## config.mk

```make
export PLATFORM = sky130hd
export DESIGN_NAME = irq_capture_wb_flat
export DESIGN_NICKNAME = d
export VERILOG_FILES = /design/src/rtl/irq_capture_wb_if.sv /design/src/rtl/irq_capture_wb.sv /design/src/flat_wrapper.sv
export SDC_FILE = /design/constraint.sdc
export NUM_CORES = 1
export LEC_CHECK = 0
export BUFFER_PORTS_ARGS = -buffer_cell sky130_fd_sc_hd__buf_2
export CAP_MARGIN = 20
export CORE_AREA = 10 10 96 98
export CTS_BUF_LIST = sky130_fd_sc_hd__clkbuf_2
export CTS_CLUSTER_DIAMETER = 150
export DETAILED_ROUTE_END_ITERATION = 10
export DIE_AREA = 0 0 106 108
export PLACE_DENSITY = 0.73
export SYNTH_ARGS = -nofsm -noshare
export SYNTH_HDL_FRONTEND = slang
export SYNTH_SLANG_ARGS = --single-unit
```

## constraint.sdc

```tcl
create_clock -name wb_clk_i -period 2.1 [get_ports wb_clk_i]
set_clock_uncertainty 0.1 [all_clocks]
set_input_delay 0.105 -clock wb_clk_i [delete_from_list [all_inputs] [get_ports wb_clk_i]]
set_output_delay 0.105 -clock wb_clk_i [all_outputs]
set_load 0.005 [all_outputs]
```

## src/rtl/irq_capture_wb_if.sv

```systemverilog
// Wishbone classic bus bundle between the intercon master and the interrupt aggregator slave.
interface irq_capture_wb_if #(
  parameter int unsigned AW = 32,
  parameter int unsigned DW = 32
);
  logic [AW-1:0] wb_adr;
  logic [DW-1:0] wb_dat_w;
  logic [DW-1:0] wb_dat_r;
  logic [3:0]    wb_sel;
  logic          wb_we;
  logic          wb_stb;
  logic          wb_cyc;
  logic          wb_ack;
  logic          wb_err;
  logic          wb_rty;

  modport master (
    output wb_adr, wb_dat_w, wb_sel, wb_we, wb_stb, wb_cyc,
    input  wb_dat_r, wb_ack, wb_err, wb_rty
  );

  modport slave (
    input  wb_adr, wb_dat_w, wb_sel, wb_we, wb_stb, wb_cyc,
    output wb_dat_r, wb_ack, wb_err, wb_rty
  );
endinterface

```

## src/rtl/irq_capture_wb.sv

```systemverilog
// Wishbone interrupt aggregator: synchronises raw sources into sticky pending bits (edge or level),
// masks them with ENABLE and drives a registered combined request to the CPU.
module irq_capture_wb #(
  parameter int unsigned NUM_IRQ = 8,
  parameter int unsigned AW      = 32,
  parameter int unsigned DW      = 32
) (
  input  logic               wb_clk_i,
  input  logic               wb_rst_i,
  irq_capture_wb_if.slave    wb,
  input  logic [NUM_IRQ-1:0] irq_src_i,
  output logic [NUM_IRQ-1:0] irq_vec_o,
  output logic               irq_o
);
  localparam logic [2:0] AdrPending = 3'd0;
  localparam logic [2:0] AdrEnable  = 3'd1;
  localparam logic [2:0] AdrEdge    = 3'd2;
  localparam logic [2:0] AdrStatus  = 3'd3;
  localparam logic [2:0] AdrSet     = 3'd4;

  logic [NUM_IRQ-1:0] pending_q, pending_d;
  logic [NUM_IRQ-1:0] enable_q, enable_d;
  logic [NUM_IRQ-1:0] edge_q, edge_d;
  logic [NUM_IRQ-1:0] s1_q, s2_q, hist_q;
  logic               ack_q, ack_d;
  logic               err_q, err_d;
  logic               irq_q, irq_d;
  logic [DW-1:0]      dat_q, dat_d;

  logic [AW-1:0]      adr_full;
  logic [DW-1:0]      wdat_full;
  logic [31:0]        sel_mask;
  logic [NUM_IRQ-1:0] wmask, wdat, hw_set, sw_set, sw_clr;
  logic [2:0]         adr;
  logic               req, mapped;
  logic               unused_ok;

  assign adr_full  = wb.wb_adr;
  assign wdat_full = wb.wb_dat_w;
  assign sel_mask  = {{8{wb.wb_sel[3]}}, {8{wb.wb_sel[2]}}, {8{wb.wb_sel[1]}}, {8{wb.wb_sel[0]}}};
  assign wmask     = sel_mask[NUM_IRQ-1:0];
  assign wdat      = wdat_full[NUM_IRQ-1:0];
  assign adr       = adr_full[4:2];
  assign mapped    = (adr <= AdrSet);
  assign req       = wb.wb_cyc & wb.wb_stb & ~ack_q & ~err_q;
  assign unused_ok = ^{adr_full, wdat_full, sel_mask};

  // Edge mode fires only on a 0->1 step of the synchronised source; level mode fires while high.
  assign hw_set = s2_q & ~(edge_q & hist_q);

  always_comb begin
    enable_d = enable_q;
    edge_d   = edge_q;
    sw_set   = '0;
    sw_clr   = '0;
    ack_d    = 1'b0;
    err_d    = 1'b0;
    dat_d    = '0;
    if (req) begin
      ack_d = mapped;
      err_d = ~mapped;
      if (!wb.wb_we) begin
        case (adr)
          AdrPending: dat_d[NUM_IRQ-1:0] = pending_q;
          AdrEnable:  dat_d[NUM_IRQ-1:0] = enable_q;
          AdrEdge:    dat_d[NUM_IRQ-1:0] = edge_q;
          AdrStatus:  dat_d[NUM_IRQ-1:0] = pending_q & enable_q;
          default:    dat_d = '0;
        endcase
      end else begin
        case (adr)
          AdrPending: sw_clr = wdat & wmask;
          AdrEnable:  enable_d = (enable_q & ~wmask) | (wdat & wmask);
          AdrEdge:    edge_d = (edge_q & ~wmask) | (wdat & wmask);
          AdrSet:     sw_set = wdat & wmask;
          default:    ;
        endcase
      end
    end
    // Sets are ORed in after the clear so a coincident event is never lost.
    pending_d = (pending_q & ~sw_clr) | hw_set | sw_set;
    irq_d     = |(pending_q & enable_q);
  end

  always_ff @(posedge wb_clk_i or posedge wb_rst_i) begin
    if (wb_rst_i) begin
      pending_q <= '0;
      enable_q  <= '0;
      edge_q    <= '1;
      s1_q      <= '0;
      s2_q      <= '0;
      hist_q    <= '0;
      ack_q     <= 1'b0;
      err_q     <= 1'b0;
      irq_q     <= 1'b0;
      dat_q     <= '0;
    end else begin
      pending_q <= pending_d;
      enable_q  <= enable_d;
      edge_q    <= edge_d;
      s1_q      <= irq_src_i;
      s2_q      <= s1_q;
      hist_q    <= s2_q;
      ack_q     <= ack_d;
      err_q     <= err_d;
      irq_q     <= irq_d;
      dat_q     <= dat_d;
    end
  end

  assign irq_vec_o   = pending_q & enable_q;
  assign irq_o       = irq_q;
  assign wb.wb_ack   = ack_q;
  assign wb.wb_err   = err_q;
  assign wb.wb_rty   = 1'b0;
  assign wb.wb_dat_r = dat_q;
endmodule

```

## src/flat_wrapper.sv

```systemverilog
// flat-port wrapper written by rule: the top's interface ports become plain ports
module irq_capture_wb_flat 
#(
  parameter int unsigned NUM_IRQ = 8,
  parameter int unsigned AW      = 32,
  parameter int unsigned DW      = 32
)
  (wb_clk_i, wb_rst_i, irq_src_i, irq_vec_o, irq_o, wb_wb_adr, wb_wb_dat_w, wb_wb_sel, wb_wb_we, wb_wb_stb, wb_wb_cyc, wb_wb_dat_r, wb_wb_ack, wb_wb_err, wb_wb_rty);
  irq_capture_wb_if #(.AW(AW), .DW(DW)) wb_i ();
  input  logic wb_clk_i;
  input  logic wb_rst_i;
  input  logic [NUM_IRQ-1:0] irq_src_i;
  output logic [NUM_IRQ-1:0] irq_vec_o;
  output logic irq_o;
  input wire logic [$bits(wb_i.wb_adr)-1:0] wb_wb_adr;
  input wire logic [$bits(wb_i.wb_dat_w)-1:0] wb_wb_dat_w;
  input wire logic [$bits(wb_i.wb_sel)-1:0] wb_wb_sel;
  input wire logic [$bits(wb_i.wb_we)-1:0] wb_wb_we;
  input wire logic [$bits(wb_i.wb_stb)-1:0] wb_wb_stb;
  input wire logic [$bits(wb_i.wb_cyc)-1:0] wb_wb_cyc;
  output wire logic [$bits(wb_i.wb_dat_r)-1:0] wb_wb_dat_r;
  output wire logic [$bits(wb_i.wb_ack)-1:0] wb_wb_ack;
  output wire logic [$bits(wb_i.wb_err)-1:0] wb_wb_err;
  output wire logic [$bits(wb_i.wb_rty)-1:0] wb_wb_rty;
  assign wb_i.wb_adr = wb_wb_adr;
  assign wb_i.wb_dat_w = wb_wb_dat_w;
  assign wb_i.wb_sel = wb_wb_sel;
  assign wb_i.wb_we = wb_wb_we;
  assign wb_i.wb_stb = wb_wb_stb;
  assign wb_i.wb_cyc = wb_wb_cyc;
  assign wb_wb_dat_r = wb_i.wb_dat_r;
  assign wb_wb_ack = wb_i.wb_ack;
  assign wb_wb_err = wb_i.wb_err;
  assign wb_wb_rty = wb_i.wb_rty;
  irq_capture_wb #(.NUM_IRQ(NUM_IRQ), .AW(AW), .DW(DW)) u_core (.wb_clk_i(wb_clk_i), .wb_rst_i(wb_rst_i), .wb(wb_i), .irq_src_i(irq_src_i), .irq_vec_o(irq_vec_o), .irq_o(irq_o));
endmodule
```

==> impl_metrics.toml <==
[status]
status = "complete, no violations"

[place]
dpl_cell_area_um2 = 2780
place_hpwl_um = 4020
post-place-ws_ns = 0.263
place_congestion = 0.814
io_buffers = 43

[worst_setup_path]
worst-path-buf-inv = 0
timing.rr.end = "u_core.irq_o$_DFF_PP0_"
worstPathArrival_ns = 2.13
worst_setup_path_end_kind = "register"
critPathRequiredTime_ns = 2.37
r2r-start = "u_core.pending_q[7]$_DFF_PP0_"
cp_max_fo = 4
cpMostUsedCell = "or4_1"
worstSetupPathDepth = 3
worstSetupStartpoint = "u_core.pending_q[7]$_DFF_PP0_"
r2r_slack_ns = 0.24
critPathCapture = "u_core.irq_o$_DFF_PP0_"
worst_path_largest_cell_delay_ns = 0.54
critPathTopFamily = "simple AND/OR/NAND/NOR gates"
critPathSlowestCell = "or4_1"
start_kind = "register"
crit_chain = "and2_4, or4_1, or4_1"
crit_type = "reg2reg"
r2r_cells = 3

[timing]
setup_viol = 0
fin_crit_ns = 1.86
rsz0062_at_grt = "false"
relSlewSlack_pct = 65.6
finalMaxSlewViolations = 0
setup_tns_ns = 0
timing.final.ws_setup_ns = 0.238
fmax_ghz = 0.537
worst_pin_slew_ns = 0.515
hold_viol = 0
worst_hold_slack_ns = 0.0759
fin_crit_sh_pct = 88.7

[final_layout]
stdcell_area_um2 = 3090
area_growth_syn_to_layout_pct = 23.5
multi_input_area_um2 = 848
drive_gt1_share_pct = 34.6
seq_area_um2 = 1490
num-nets-final = 348
fillers = 745
antenna_cells = 0

[synthesis]
async_flop_share_pct = 100
synth-edff-count = 0
synth_area_per_cell_um2 = 13.1
yosysTopAreaCell = "dfrtp_1"
synth_cells = 191
ys_seq_elements = 59
synth.top_cells.by_area = "dfrtp_1 51%, dfstp_2 8.4%, buf_4 7.5%"
yosysTopAreaCellShare_pct = 51.1
synth_most_common_cell = "dfrtp_1"
synth_area_um2 = 2500
synth_warnings = 0
seq_area_frac_synth_pct = 59.5
synth_ff_type = "dfrtp_1"
synth.top_cells.by_count = "51 x dfrtp_1, 25 x buf_4, 16 x mux2_2"
synth_cell_type_count = 30

[routing]
wl_per_cell_um = 15.0
drt_wl_total_um = 5620
antenna_left = 0
viasPerCell = 4.45
drc = 0
drt_pass1_iterations = 4
drt_iter0_drc = 92
via_count = 1665

[clock_network]
cts_setup_buffers = 0
numCtsBuffers = 9
clk-insertion-delay-late_ns = 0.48
cts_root_buffer = "clkbuf_2"
htreeDepth = 3
path_clk_slew_ns = 0.15
cts_tree = "done"
cts.sinks = 59
cts.path.max_buffers = 2

[die]
boundaryPins = 125
die_w_um = 106
rows = 32
dieHeight_um = 108
die_area_um2 = 11400
start_util_pct = 33.6
coreArea_um2 = 7450

[power]
swShare_pct = 27.2
pwr-share-clk_pct = 25.3
seq_power_share_pct = 60.4
p_comb_share_pct = 14.3
cellLeakagePower_nw = 1.49
ir_worst_vdd_uv = 207
power_density_nw_per_um2 = 678
p_int_w = 0.00152
power.switching_w = 0.000569

[global_routing]
grt_pass1_vias = 1789
gr-total-overflow = 0
grt_max_degree = 37
grt_pass1_wl_um = 9030
track_usage_pct = 10.1
antenna_found_initial = 0

[job]
drv_cap = 0

[hold_path]
hold_path.class = "in2async"
[cells by family (layout without fill, tap and decap cells)]
group                  Yosys count  in the layout  share of synthesized area [%]
AO/OA/AOI/OAI                   37             37                           11.0
XOR/XNOR                         1              1                          0.351
buffers and inverters           42             99                           10.2
flip-flops                      59             59                           59.5
multiplexers                    20             20                           8.81
other                            1             25                          0.150
AND/OR/NAND/NOR                 31             31                           10.0
[layout make-up]
type | count | share of cell area [%]
clock buffer | 11 | 1.78
clock inverter | 5 | 0.649
inverter | 10 | 1.22
multi-input combinational | 114 | 27.5
sequential | 59 | 48.2
tap | 102 | 4.14
timing repair buffer | 73 | 16.5
[power groups by stage]
stage	Sequential, W	Combinational, W	Clock, W
after floorplan	0.00127	0.000194	0
after global placement	0.00128	0.000262	0
after detailed placement	0.00128	0.000268	0
after CTS	0.00126	0.000303	0.000555
after global routing	0.00127	0.000332	0.000624
final	0.00126	0.000300	0.000528
[worst min-delay path by stage]
stage	to	slack, ns
6_report	u_core.pending_q[2]$_DFF_PP0_	0.08
5_1_grt	u_core.wb.wb_dat_r[3]$_DFF_PP0_	0.08
4_1_cts	u_core.wb.wb_dat_r[3]$_DFF_PP0_	0.07
3_5_place_dp	u_core.s1_q[3]$_DFF_PP0_	0.07
3_3_place_gp	u_core.s1_q[3]$_DFF_PP0_	0.07
2_1_floorplan	u_core.s1_q[0]$_DFF_PP0_	0.04
[metrics by stage]
stage                     total power [W]  utilization (%)  cells
after global routing              0.00223             41.4    374
after global placement            0.00154             37.3    335
final                             0.00209             41.4    374
after CTS                         0.00212             41.4    374
after floorplan                   0.00147                -    215
after detailed placement          0.00155             37.3    335
[layout by cell type (no fill, tap or decap), types with 8 or more instances in the layout]
cell type / n
inv_1: 9
a31oi_1: 8
o22ai_1: 8
dlygate4sd3_1: 23
clkbuf_2: 11
a21boi_0: 8
dfrtp_1: 51
a311o_1: 8
mux2_2: 16
buf_2: 43
conb_1: 25
dfstp_2: 8
[worst register-to-register path: cells and delay by family (launching register included)]
family,cells,cell delay (ns)
flops,1,0.44
simple gates,3,1.21
[timing repair]
action | CTS | global route
hold endpoints to repair | 92 | 0
resized for setup | 0 | 0
hold buffers | 23 | 0
[per-layer routing]
layer	vias to the layer above	global-route usage (%)	share of wire (%)
li1	787	-	-
met1	798	12.0	41
met2	68	15.5	49
met3	12	3.87	7.7
met4	0	5.51	1.9
met5	-	0	0
(Power assumes the default switching activity.)
